--- config.mk ---
export PLATFORM = sky130hd
export DESIGN_NAME = rmw_sequencer
export DESIGN_NICKNAME = d
export VERILOG_FILES = /design/src/rtl/rmw_pkg.sv /design/src/rtl/rmw_sequencer_tick_gen.sv /design/src/rtl/rmw_sequencer.sv
export SDC_FILE = /design/constraint.sdc
export NUM_CORES = 1
export LEC_CHECK = 0
export CAP_MARGIN = 30
export CORE_ASPECT_RATIO = 1.75
export CORE_UTILIZATION = 35
export DETAILED_ROUTE_END_ITERATION = 8
export GPL_ROUTABILITY_DRIVEN = 0
export PLACE_DENSITY = 0.69
export SYNTH_ARGS = -nofsm -noshare
export SYNTH_HDL_FRONTEND = slang
export SYNTH_SLANG_ARGS = --single-unit
--- constraint.sdc ---
create_clock -name clk -period 3.7 [get_ports clk]
set_clock_uncertainty 0.15 [all_clocks]
set_input_delay 0.555 -clock clk [delete_from_list [all_inputs] [get_ports clk]]
set_output_delay 0.555 -clock clk [all_outputs]
set_load 0.02 [all_outputs]
--- src/rtl/rmw_pkg.sv ---
// -----------------------------------------------------------------------------
// rmw_pkg
//
// Purpose:
//   Shared definitions for the read-modify-write sequencer that drives the
//   write side of the 16x16 register file.
//
// Contents:
//   RMW_ADDR_W   - default register-file address width
//   RMW_DATA_W   - default register-file data width
//   rmw_state_t  - sequencer FSM state encoding
// -----------------------------------------------------------------------------
package rmw_pkg;

    // Geometry of the register file that this engine sits in front of.
    localparam int unsigned RMW_ADDR_W = 4;
    localparam int unsigned RMW_DATA_W = 16;

    // One RMW walks IDLE -> READ -> WRITE -> ADVANCE -> IDLE. The encoding is
    // fixed so that the state is easy to recognise on a bring-up probe.
    typedef enum logic [1:0] {
        IDLE    = 2'd0,
        READ    = 2'd1,
        WRITE   = 2'd2,
        ADVANCE = 2'd3
    } rmw_state_t;

endpackage : rmw_pkg

--- src/rtl/rmw_sequencer_tick_gen.sv ---
// -----------------------------------------------------------------------------
// tick_gen
//
// Purpose:
//   Rate divider for the RMW engine. Counts 0..TICK_DIV-1 while enabled and
//   raises tick for the single cycle in which the count sits at TICK_DIV-1.
//   While disabled the count is frozen, so pausing and resuming does not
//   restart the period.
//
// Parameters:
//   TICK_DIV - clk cycles between ticks (the sequencer needs >= 4)
//
// Ports:
//   clk  in   system clock, rising edge
//   rst  in   synchronous active-low reset (count returns to 0)
//   en   in   1 = count, 0 = hold
//   tick out  one-cycle pulse at the end of each period while enabled
// -----------------------------------------------------------------------------
module tick_gen
    import rmw_pkg::*;
#(
    parameter int unsigned TICK_DIV = 781250
) (
    input  logic clk,
    input  logic rst,
    input  logic en,
    output logic tick
);

    // At least one bit of counter even for degenerate divisors.
    localparam int unsigned      CNT_W = (TICK_DIV > 1) ? $clog2(TICK_DIV) : 1;
    localparam logic [CNT_W-1:0] LAST  = CNT_W'(TICK_DIV - 1);

    logic [CNT_W-1:0] r_count;
    logic             w_at_last;

    assign w_at_last = (r_count == LAST);

    // NOTE: clocked state is written with <= so every flop samples the values
    // from before the edge; a blocking = here would let later statements in
    // the same block see the new value and silently change the logic.
    always_ff @(posedge clk) begin
        if (!rst) begin
            r_count <= '0;
        end else if (en) begin
            if (w_at_last) begin
                r_count <= '0;
            end else begin
                r_count <= r_count + CNT_W'(1);
            end
        end
    end

    // Gated with en so a count frozen at the last value while paused does not
    // present a stale tick.
    assign tick = en && w_at_last;

endmodule : tick_gen

--- src/rtl/rmw_sequencer.sv ---
// -----------------------------------------------------------------------------
// rmw_sequencer
//
// Purpose:
//   Periodic read-modify-write engine in front of the register file. On each
//   rate tick (run=1) or on a step request (run=0) it reads the entry at the
//   current address through the file's combinational read port, adds STEP,
//   writes the sum back and moves on to the next address, wrapping after the
//   last entry.
//
// Parameters:
//   TICK_DIV - clk cycles between automatic RMW operations (>= 4)
//   ADDR_W   - register-file address width
//   DATA_W   - register-file data width
//   STEP     - value added to each entry per RMW
//
// Ports:
//   clk         in   system clock, rising edge
//   rst         in   synchronous active-low reset
//   run         in   1 = free-running on ticks, 0 = paused / step mode
//   step_req    in   one-cycle pulse: one RMW when run=0 and idle
//   rd_data     in   register-file read data for rd_addr (same cycle)
//   rd_addr     out  register-file read address (always the current address)
//   wr_en       out  register-file write enable
//   wr_addr     out  register-file write address
//   wr_data     out  register-file write data
//   busy        out  high whenever an RMW is in flight
//   wrap_pulse  out  one-cycle pulse as the address rolls from max to 0
//
// Timing of one RMW (trigger sampled in IDLE at cycle t):
//   t+1 READ (capture rd_data + STEP), t+2 WRITE (wr_en), t+3 ADVANCE,
//   t+4 back in IDLE. All outputs are decoded from registered state only.
// -----------------------------------------------------------------------------
module rmw_sequencer
    import rmw_pkg::*;
#(
    parameter int unsigned       TICK_DIV = 781250,
    parameter int unsigned       ADDR_W   = RMW_ADDR_W,
    parameter int unsigned       DATA_W   = RMW_DATA_W,
    parameter logic [DATA_W-1:0] STEP     = DATA_W'(1)
) (
    input  logic              clk,
    input  logic              rst,
    input  logic              run,
    input  logic              step_req,
    input  logic [DATA_W-1:0] rd_data,
    output logic [ADDR_W-1:0] rd_addr,
    output logic              wr_en,
    output logic [ADDR_W-1:0] wr_addr,
    output logic [DATA_W-1:0] wr_data,
    output logic              busy,
    output logic              wrap_pulse
);

    localparam logic [ADDR_W-1:0] ADDR_MAX = {ADDR_W{1'b1}};

    // -------------------------------------------------------------------------
    // Rate tick: only advances while run=1.
    // -------------------------------------------------------------------------
    logic w_tick;

    tick_gen #(
        .TICK_DIV (TICK_DIV)
    ) u_tick_gen (
        .clk  (clk),
        .rst  (rst),
        .en   (run),
        .tick (w_tick)
    );

    // -------------------------------------------------------------------------
    // FSM and datapath registers
    // -------------------------------------------------------------------------
    rmw_state_t        r_state;
    rmw_state_t        w_next_state;
    logic [ADDR_W-1:0] r_cur_addr;
    logic [DATA_W-1:0] r_data_q;
    logic              w_trigger;

    // Automatic and manual triggers are mutually exclusive through run, so a
    // tick coinciding with a step request still launches a single RMW. The
    // trigger is only consulted in IDLE, which drops anything arriving while
    // an operation is in flight.
    assign w_trigger = (run && w_tick) || (!run && step_req);

    // NOTE: every output of a combinational block gets a default before the
    // case; a path that leaves it unassigned would infer a latch.
    always_comb begin
        w_next_state = r_state;
        case (r_state)
            IDLE: begin
                if (w_trigger) begin
                    w_next_state = READ;
                end
            end
            READ:    w_next_state = WRITE;
            WRITE:   w_next_state = ADVANCE;
            ADVANCE: w_next_state = IDLE;
            default: w_next_state = IDLE;
        endcase
    end

    // A reset landing mid-operation returns straight to IDLE, so a write that
    // was about to be issued is simply never presented.
    always_ff @(posedge clk) begin
        if (!rst) begin
            r_state    <= IDLE;
            r_cur_addr <= '0;
            r_data_q   <= '0;
        end else begin
            r_state <= w_next_state;
            case (r_state)
                // Sum wraps modulo 2^DATA_W (all-ones + 1 becomes 0).
                READ:    r_data_q   <= rd_data + STEP;
                ADVANCE: r_cur_addr <= r_cur_addr + ADDR_W'(1);
                default: ;
            endcase
        end
    end

    // -------------------------------------------------------------------------
    // Moore outputs
    // -------------------------------------------------------------------------
    assign rd_addr = r_cur_addr;
    assign busy    = (r_state != IDLE);
    assign wr_en   = (r_state == WRITE);

    // Write address/data are held at zero outside the write cycle so the bus
    // is quiet whenever wr_en is low.
    assign wr_addr = wr_en ? r_cur_addr : '0;
    assign wr_data = wr_en ? r_data_q   : '0;

    // ADVANCE still shows the pre-increment address, so max here means the
    // increment about to happen rolls over to 0.
    assign wrap_pulse = (r_state == ADVANCE) && (r_cur_addr == ADDR_MAX);

endmodule : rmw_sequencer

==> results of run 1 <==
worst max-delay path, delay by kind of cell, from the launching register on:
kind | cells | cell delay, ps
and+or+nand+nor | 1 | 240
adders and majority gates | 1 | 580
DFF | 1 | 340
buffers and inverters | 2 | 720
registers in the layout, indices dropped and copies added, names as in the netlist:
signal / count
u_tick_gen.r_count: 20
r_state: 2
r_data_q: 16
rd_addr: 4
final timing paths:
| kind | start | endpoint | slack (ps) | depth (start not counted) |
|---|---|---|---|---|
| setup / recovery | r_state[0] | wr_data[13] | 830 | 4 |
| hold / removal | r_data_q[0] | r_data_q[0] | 340 | 2 |
| setup reg to reg | u_tick_gen.r_count[0] | u_tick_gen.r_count[19] | 1470 | 6 |
| hold reg to reg | r_data_q[0] | r_data_q[0] | 340 | 2 |
routing by layer:
layer  up-vias  global-route usage, %  share of wire [%]
li1       1020                      -                  -
met1       924                   17.3                 40
met2        37                   30.1                 55
met3        10                   2.77                2.5
met4         0                   8.31                2.2
met5         -                      0                  0
where the power goes:
group	internal [mW]	switching [mW]
sequential	0.532	0.0424
combinational	0.169	0.223
clock	0.199	0.168
total	0.900	0.434
logic make-up after synthesis:
logic type / Yosys count / share of synthesized area, %
AOI/OAI and AO/OA: 49 / 12.5
xor gates and xnor gates: 24 / 9.50
adders and majority gates: 9 / 5.09
buffers and inverters: 20 / 3.45
DFF: 42 / 38.0
muxes: 4 / 1.81
and+or+nand+nor: 117 / 29.7
synth_stat cells:
| library cell | n | area, sq um |
|---|---|---|
| sky130_fd_sc_hd__dfxtp_1 | 42 | 841 |
| sky130_fd_sc_hd__nor2_1 | 24 | 90.1 |
| sky130_fd_sc_hd__and2_1 | 21 | 131 |
| sky130_fd_sc_hd__o21ai_0 | 20 | 100 |
| sky130_fd_sc_hd__nand2_1 | 17 | 63.8 |
| sky130_fd_sc_hd__a21oi_1 | 16 | 80.1 |
| sky130_fd_sc_hd__xnor2_1 | 13 | 114 |
| sky130_fd_sc_hd__nand4_1 | 12 | 75.1 |
| sky130_fd_sc_hd__nand3_1 | 11 | 55.1 |
| sky130_fd_sc_hd__xor2_1 | 11 | 96.3 |
| sky130_fd_sc_hd__inv_1 | 10 | 37.5 |
| sky130_fd_sc_hd__ha_1 | 9 | 113 |
| sky130_fd_sc_hd__clkbuf_1 | 8 | 30.0 |
| sky130_fd_sc_hd__or3_1 | 8 | 50.1 |
| sky130_fd_sc_hd__nor3_1 | 5 | 25.0 |
| sky130_fd_sc_hd__a211oi_1 | 4 | 30.0 |
| sky130_fd_sc_hd__mux2i_1 | 4 | 40.0 |
| sky130_fd_sc_hd__and3_1 | 3 | 18.8 |
| sky130_fd_sc_hd__nor3b_1 | 3 | 22.5 |
| sky130_fd_sc_hd__nor4_1 | 3 | 18.8 |
| sky130_fd_sc_hd__o31ai_1 | 3 | 22.5 |
| sky130_fd_sc_hd__and4_1 | 2 | 17.5 |
| sky130_fd_sc_hd__a311oi_1 | 1 | 8.76 |
| sky130_fd_sc_hd__a31o_2 | 1 | 8.76 |
| sky130_fd_sc_hd__a31oi_1 | 1 | 6.26 |
| sky130_fd_sc_hd__and4_2 | 1 | 10.0 |
| sky130_fd_sc_hd__buf_1 | 1 | 3.75 |
| sky130_fd_sc_hd__buf_2 | 1 | 5.00 |
| sky130_fd_sc_hd__nand3b_1 | 1 | 7.51 |
| sky130_fd_sc_hd__nand4_2 | 1 | 12.5 |
| sky130_fd_sc_hd__nand4_4 | 1 | 21.3 |
| sky130_fd_sc_hd__nor4b_1 | 1 | 8.76 |
| sky130_fd_sc_hd__nor4bb_1 | 1 | 10.0 |
| sky130_fd_sc_hd__o211ai_1 | 1 | 7.51 |
| sky130_fd_sc_hd__o21a_1 | 1 | 7.51 |
| sky130_fd_sc_hd__o21ai_1 | 1 | 5.00 |
| sky130_fd_sc_hd__or4_1 | 1 | 7.51 |
| sky130_fd_sc_hd__or4_4 | 1 | 11.3 |
area by class of cell:
cell class / count / area, sq um / share of cell area, %
clock buffers: 5 / 68.8 / 2.41
flip-flops and latches: 42 / 841 / 29.4
inverters: 10 / 37.5 / 1.31
repair buffers: 48 / 475 / 16.6
multi-input cells: 203 / 1300 / 45.3
clock inverters: 3 / 40.0 / 1.40
well taps: 80 / 100 / 3.50
stage by stage:
step | hold WS (ps) | utilization [%]
finish | 336 | 46.6
global route | 351 | 46.6
CTS | 339 | 46.6
detailed placement | 324 | 44.8
global placement | 314 | 44.8
floorplan | 297 | -
==> out/qor.json, run 1 <==
{
  "run_status": "finished clean",
  "setup_viol": 0,
  "syn_nets": 294,
  "yosys_warnings": 0,
  "detailedRoute.firstIterationViolations": 84,
  "post-route-period-util_pct": 77.6,
  "finalHoldViolations": 0,
  "synth.ff_latch_count": 42,
  "placed_cells": 383,
  "post_synth.cell_area_avg_sq_um": 8.35,
  "timing.critical_path.to_type": "output port",
  "final_report_max_slew_violation_count": 0,
  "routed_wire_length_per_instance_um": 13.0,
  "route.vias.total": 1991,
  "grt_pass1_vias": 1859,
  "final-instance-count-excl-fill": 391,
  "io-pin-count": 47,
  "core_area_sq_mm": 0.00613,
  "antenna_violations_before_repair": 0,
  "static-leakage-power_nw": 1.02,
  "clk_latency_ps": 300,
  "netlist-cell-type-count": 38,
  "row_count": 38,
  "number_of_iterations_in_the_first_detailed_routing_pass": 4,
  "floorplan.initialDensity_pct": 36.1,
  "path_max_fanout": 22,
  "tns_ps": 0,
  "preCtsSetupSlack_ps": 1090,
  "grt_pass1_wl_mm": 8.54,
  "totalPowerFinal_mw": 1.33,
  "dpl.hpwl_mm": 3.78,
  "tritoncts_num_sinks": 42,
  "vdd_ir_drop_max_v": 0.000248,
  "rsz0062_at_grt": "no",
  "worst_hold_path_type": "reg2reg",
  "timing.critical_path.from_type": "flip-flop",
  "drive_above_1_share_pct": 4.82,
  "synthesis.area_sq_mm": 0.00221,
  "timing.max_cap.violations": 0,
  "synth-seq-area-share_pct": 38.0,
  "power.density_mw_per_mm2": 467,
  "cts_tree": "built",
  "final_antenna_net_count": 0,
  "slew_headroom_pct": 35.5,
  "required_ps": 2990,
  "viasPerCell": 5.09,
  "area_delta_synth_final_pct": 29.2,
  "layout.cells.most_common": "sky130_fd_sc_hd__clkdlybuf4s50_1",
  "clock_tree.root_cell": "sky130_fd_sc_hd__clkbuf_8",
  "filler_cell_count": 618,
  "critical-path-slowest-cell": "sky130_fd_sc_hd__clkdlybuf4s50_1",
  "dpl-instance-area_sq_mm": 0.00275,
  "tritoncts.num_buffers": 5,
  "worst_path_largest_cell_delay_ps": 610,
  "fp.dieH_um": 107,
  "final.min_clock_period_ps": 2870,
  "drc": 0,
  "groute.usage.overall_pct": 16.2,
  "worstPathArrival_ps": 2170,
  "post_cts_resize_count": 0,
  "critical_path.cell_chain": "inv_1 > ha_1 > and2_1 > clkdlybuf4s50_1",
  "grt_start_max_net_pins": 33,
  "final_critical_path_setup_slack_ps": 828,
  "finalInstanceArea_sq_mm": 0.00286,
  "max_freq_mhz": 348,
  "finish.net_count": 339,
  "layout_common_cells": "46 x sky130_fd_sc_hd__clkdlybuf4s50_1, 42 x sky130_fd_sc_hd__dfxtp_1, 24 x sky130_fd_sc_hd__nor2_1, 21 x sky130_fd_sc_hd__and2_1, 20 x sky130_fd_sc_hd__o21ai_0",
  "worstMarginPinSlew_ps": 967,
  "clkSlewWorstSetupHoldPaths_ps": 90,
  "netlist_instances": 265,
  "critical_path_class": "reg2out",
  "cts_setup_buffers": 0,
  "placement.io_buffers": 46,
  "die_area_sq_mm": 0.00666,
  "grt_overflow_total": 0,
  "fp.dieW_um": 62.1,
  "cts_max_path_buffers": 2,
  "cts_max_level": 2,
  "diodes": 0,
  "routed_wirelength_mm": 5.07,
  "post_cts_hold_buffer_count": 0
}
Power figures use the tool's default switching activity.
==> run 2: changes to the inputs <==
- clock period: 3.7 -> 2.8 ns (I/O delays scaled with it)
==> run 2 against run 1 <==
Against the previous run: register-to-register slack worse by 720 ps; combinational power rose by 36%; critical path depth grew 1; critical path type unchanged; largest cell class unchanged.
==> out/qor.json, run 2 (synthesized netlist as in run 1, its figures left out) <==
{
  "post-route-period-util_pct": 88.5,
  "vdd_ir_drop_max_v": 0.000278,
  "run_status": "finished clean",
  "route.vias.total": 1991,
  "drc": 0,
  "critical_path.reg2reg.endpoint": "u_tick_gen.r_count[18]",
  "tritoncts_num_sinks": 42,
  "largest_register_ff_count": 20,
  "area_delta_synth_final_pct": 30.4,
  "path_max_fanout": 22,
  "filler_cell_count": 600,
  "layout_common_cells": "46 x sky130_fd_sc_hd__clkdlybuf4s50_1, 42 x sky130_fd_sc_hd__dfxtp_1, 24 x sky130_fd_sc_hd__nor2_1, 21 x sky130_fd_sc_hd__and2_1, 20 x sky130_fd_sc_hd__o21ai_0",
  "cts_max_level": 2,
  "viasPerCell": 5.04,
  "cts_setup_buffers": 0,
  "required_ps": 2230,
  "critical_path_class": "reg2out",
  "antenna_violations_before_repair": 0,
  "worstRegToRegCells": 5,
  "post_cts_hold_buffer_count": 0,
  "worstPathArrival_ps": 1910,
  "number_of_iterations_in_the_first_detailed_routing_pass": 4,
  "worstMarginPinSlew_ps": 455,
  "setup.reg_to_reg.worst_slack_ps": 750,
  "clock_tree.root_cell": "sky130_fd_sc_hd__clkbuf_8",
  "worst_path_largest_cell_delay_ps": 600,
  "worstReg2RegStart": "u_tick_gen.r_count[0]",
  "diodes": 0,
  "floorplan.initialDensity_pct": 36.1,
  "drive_above_1_share_pct": 5.40,
  "final.hold.worst_slack_ps": 331,
  "dpl.hpwl_mm": 3.84,
  "groute.usage.overall_pct": 15.9,
  "final.min_clock_period_ps": 2480,
  "tritoncts.num_buffers": 5,
  "timing.critical_path.from_type": "flip-flop",
  "grt_start_max_net_pins": 33,
  "finish.net_count": 343,
  "totalPowerFinal_mw": 1.77,
  "worst_hold_path_type": "reg2reg",
  "timing.max_cap.violations": 0,
  "fp.dieW_um": 62.1,
  "setup_viol": 0,
  "grt_overflow_total": 0,
  "tns_ps": 0,
  "layout.cells.most_common": "sky130_fd_sc_hd__clkdlybuf4s50_1",
  "max_freq_mhz": 404,
  "postLayoutCoreUtil_pct": 47.1,
  "fp.dieH_um": 107,
  "post_cts_resize_count": 0,
  "grt_pass1_vias": 1881,
  "grt_pass1_wl_mm": 8.41,
  "endpoint": "wr_data[3]",
  "power.density_mw_per_mm2": 612,
  "cts_tree": "built",
  "detailedRoute.firstIterationViolations": 75,
  "io-pin-count": 47,
  "slew_headroom_pct": 69.6,
  "cts_max_path_buffers": 2,
  "row_count": 38,
  "final_report_max_slew_violation_count": 0,
  "clk_latency_ps": 300,
  "finalHoldViolations": 0,
  "critical_path.cell_chain": "inv_1 > ha_1 > buf_4 > and2_1 > clkdlybuf4s50_1",
  "routed_wire_length_per_instance_um": 12.8,
  "final_antenna_net_count": 0,
  "critical-path-slowest-cell": "sky130_fd_sc_hd__clkdlybuf4s50_1",
  "timing.critical_path.to_type": "output port",
  "worstSetupStartpoint": "r_state[0]",
  "placement.io_buffers": 46,
  "rsz0062_at_grt": "no",
  "registers.top_by_ff_count": "u_tick_gen.r_count",
  "die_area_sq_mm": 0.00666,
  "routed_wirelength_mm": 5.06,
  "clkSlewWorstSetupHoldPaths_ps": 80,
  "core_area_sq_mm": 0.00613,
  "static-leakage-power_nw": 1.03
}
-- run 2: layer usage --
layer / vias to the layer above / share of wire (%) / GRT usage (%)
li1: 1030 / - / -
met1: 914 / 41 / 16.4
met2: 37 / 54 / 29.8
met3: 10 / 2.9 / 3.19
met4: 0 / 2.3 / 8.14
met5: - / 0 / 0
-- run 2: critical path, delay by kind of cell (launching register included) --
kind	cells	cell delay (ps)
DFF	1	350
adders and majority gates	1	150
and+or+nand+nor	1	180
buffers and inverters	3	930
-- run 2: area by class of cell --
cell class,instances,area (sq um),area share (%)
Clock buffer,7,76.3,2.64
Clock inverter,1,30.0,1.04
Multi-Input combinational cell,203,1300,44.9
Inverter,10,37.5,1.30
Tap cell,80,100,3.47
Timing Repair Buffer,52,505,17.5
Sequential cell,42,841,29.1
-- run 2: worst min-delay path by stage --
stage	endpoint	from	cells past startpoint
floorplan	u_tick_gen.r_count[19]	u_tick_gen.r_count[19]	2
global placement	u_tick_gen.r_count[16]	u_tick_gen.r_count[16]	2
detailed placement	r_data_q[0]	r_data_q[0]	2
CTS	r_data_q[0]	r_data_q[0]	2
global route	r_data_q[0]	r_data_q[0]	2
finish	r_data_q[4]	r_data_q[4]	2
-- run 2: report_power, final --
group          total (mW)  internal [mW]  switching (mW)
clock network       0.476          0.267           0.209
registers           0.758          0.703          0.0558
logic               0.533          0.232           0.301
-- run 2: stage by stage --
stage          setup WS [ps]  area (sq um)  std cells
2_1_floorplan            944          2210        265
3_3_place_gp             351          2780        387
3_5_place_dp             320          2780        387
4_1_cts                  293          2890        395
5_1_grt                  186          2890        395
6_report                 322          2890        395
==> run 3: changes to the inputs <==
- CELL_PAD_IN_SITES_DETAIL_PLACEMENT: default -> 1
- CELL_PAD_IN_SITES_GLOBAL_PLACEMENT: default -> 1
- HOLD_SLACK_MARGIN: default -> 0.08
- PLACE_DENSITY: 0.69 -> 0.86
==> run 3 against run 2 <==
Against the previous run: non-clock buffer count shrank 1; worst hold slack gained 8.2 ps; total power shrank 5.5%; maximum frequency is 0.99% lower; final cell count fell by 0.51%; worst setup slack got worse by 25 ps; critical path depth unchanged; via count increased by 3.2%; wire length increased by 14%; utilization decreased by 0.61 points; critical path type unchanged.
==> out/qor.json, run 3 (synthesized netlist as in run 1, its figures left out) <==
{
  "run_status": "finished clean",
  "layout.cells.most_common": "sky130_fd_sc_hd__clkdlybuf4s50_1",
  "viasPerCell": 5.23,
  "worst_hold_path_type": "reg2reg",
  "grt_pass1_vias": 2185,
  "placement.io_buffers": 46,
  "io-pin-count": 47,
  "worstReg2RegStart": "u_tick_gen.r_count[0]",
  "timing.critical_path.from_type": "flip-flop",
  "timing.max_cap.violations": 0,
  "worstMarginPinSlew_ps": 456,
  "final_antenna_net_count": 0,
  "tritoncts.num_buffers": 5,
  "post_cts_resize_count": 0,
  "clk_latency_ps": 290,
  "grt_pass1_wl_mm": 9.65,
  "groute.usage.overall_pct": 18.6,
  "drive_above_1_share_pct": 4.79,
  "path_max_fanout": 22,
  "filler_cell_count": 728,
  "critical-path-slowest-cell": "sky130_fd_sc_hd__clkdlybuf4s50_1",
  "met1_length_mm": 2.09,
  "area_delta_synth_final_pct": 28.7,
  "finish.net_count": 342,
  "detailedRoute.firstIterationViolations": 104,
  "timing.critical_path.to_type": "output port",
  "tritoncts_num_sinks": 42,
  "registers.top_by_ff_count": "u_tick_gen.r_count",
  "post_cts_hold_buffer_count": 0,
  "clkSlewWorstSetupHoldPaths_ps": 70,
  "cts_max_level": 2,
  "clock_tree.root_cell": "sky130_fd_sc_hd__clkbuf_8",
  "required_ps": 2230,
  "final.hold.worst_slack_ps": 340,
  "setup.reg_to_reg.worst_slack_ps": 710,
  "power.density_mw_per_mm2": 586,
  "holdCritStartpoint": "r_data_q[3]",
  "routed_wire_length_per_instance_um": 14.7,
  "antenna_violations_before_repair": 0,
  "worst_path_largest_cell_delay_ps": 600,
  "dpl.hpwl_mm": 4.51,
  "finalHoldViolations": 0,
  "number_of_iterations_in_the_first_detailed_routing_pass": 4,
  "routed_wirelength_mm": 5.76,
  "fp.dieH_um": 107,
  "final_critical_path_setup_slack_ps": 298,
  "tns_ps": 0,
  "largest_register_ff_count": 20,
  "max_freq_mhz": 400,
  "diodes": 0,
  "die_area_sq_mm": 0.00666,
  "highest-signal-layer": "met4",
  "post-route-period-util_pct": 89.4,
  "fp.dieW_um": 62.1,
  "cts_setup_buffers": 0,
  "preCtsSetupSlack_ps": 291,
  "setup_viol": 0,
  "cts_max_path_buffers": 2,
  "grt_overflow_total": 0,
  "final.min_clock_period_ps": 2500,
  "critical_path_class": "reg2out",
  "drc": 0,
  "final_report_max_slew_violation_count": 0,
  "route.vias.total": 2054,
  "static-leakage-power_nw": 1.01,
  "critical_path.cell_chain": "inv_1 > ha_1 > buf_4 > and2_1 > clkdlybuf4s50_1",
  "core_area_sq_mm": 0.00613,
  "rsz0062_at_grt": "no",
  "row_count": 38,
  "vdd_ir_drop_max_v": 0.000414,
  "cts_tree": "built",
  "floorplan.initialDensity_pct": 36.1,
  "layout_common_cells": "46 x sky130_fd_sc_hd__clkdlybuf4s50_1, 42 x sky130_fd_sc_hd__dfxtp_1, 24 x sky130_fd_sc_hd__nor2_1, 21 x sky130_fd_sc_hd__and2_1, 20 x sky130_fd_sc_hd__o21ai_0",
  "worstSetupStartpoint": "r_state[0]",
  "met2_wirelength_mm": 3.39,
  "totalPowerFinal_mw": 1.67,
  "postLayoutCoreUtil_pct": 46.5,
  "grt_start_max_net_pins": 33,
  "slew_headroom_pct": 69.6,
  "worstPathArrival_ps": 1930,
  "met3_length_um": 140
}
[run 3: cell types whose count changed in the layout (fill, tap and decap cells not counted)]
| cell | before | now |
|---|---|---|
| sky130_fd_sc_hd__buf_4 | 6 | 5 |
| sky130_fd_sc_hd__bufinv_16 | 1 | 0 |
[run 3: stage by stage]
stage | cells | cell area [sq um]
after floorplan | 265 | 2210
after global placement | 386 | 2770
after detailed placement | 386 | 2770
after CTS | 393 | 2850
after global routing | 393 | 2850
final | 393 | 2850
[run 3: worst paths after layout]
check | to | cells past startpoint
setup / recovery | wr_data[15] | 5
hold / removal | r_data_q[3] | 2
setup reg to reg | u_tick_gen.r_count[16] | 5
hold reg to reg | r_data_q[3] | 2
[run 3: critical path, delay by kind of cell (launching register included)]
kind	cells	cell delay, ps
DFF	1	350
adders and majority gates	1	160
and+or+nand+nor	1	180
buffers and inverters	3	950
[run 3: final cells by class]
class	count	area, sq um	area share (%)
multi-input combinational	203	1300	45.5
timing repair buffer	51	498	17.5
inverter	10	37.5	1.32
clock buffer	7	76.3	2.68
sequential	42	841	29.5
tap	80	100	3.51
[run 3: routing by layer]
layer,global-route usage (%),vias to the layer above
met5,0,-
met4,8.97,0
met3,3.72,9
met2,39.2,37
met1,15.8,985
li1,-,1023
[run 3: report_power, final]
| group | leakage (nW) | switching, mW | internal (mW) |
|---|---|---|---|
| registers | 0.342 | 0.0630 | 0.703 |
| logic | 0.631 | 0.302 | 0.231 |
| clock network | 0.0383 | 0.199 | 0.172 |
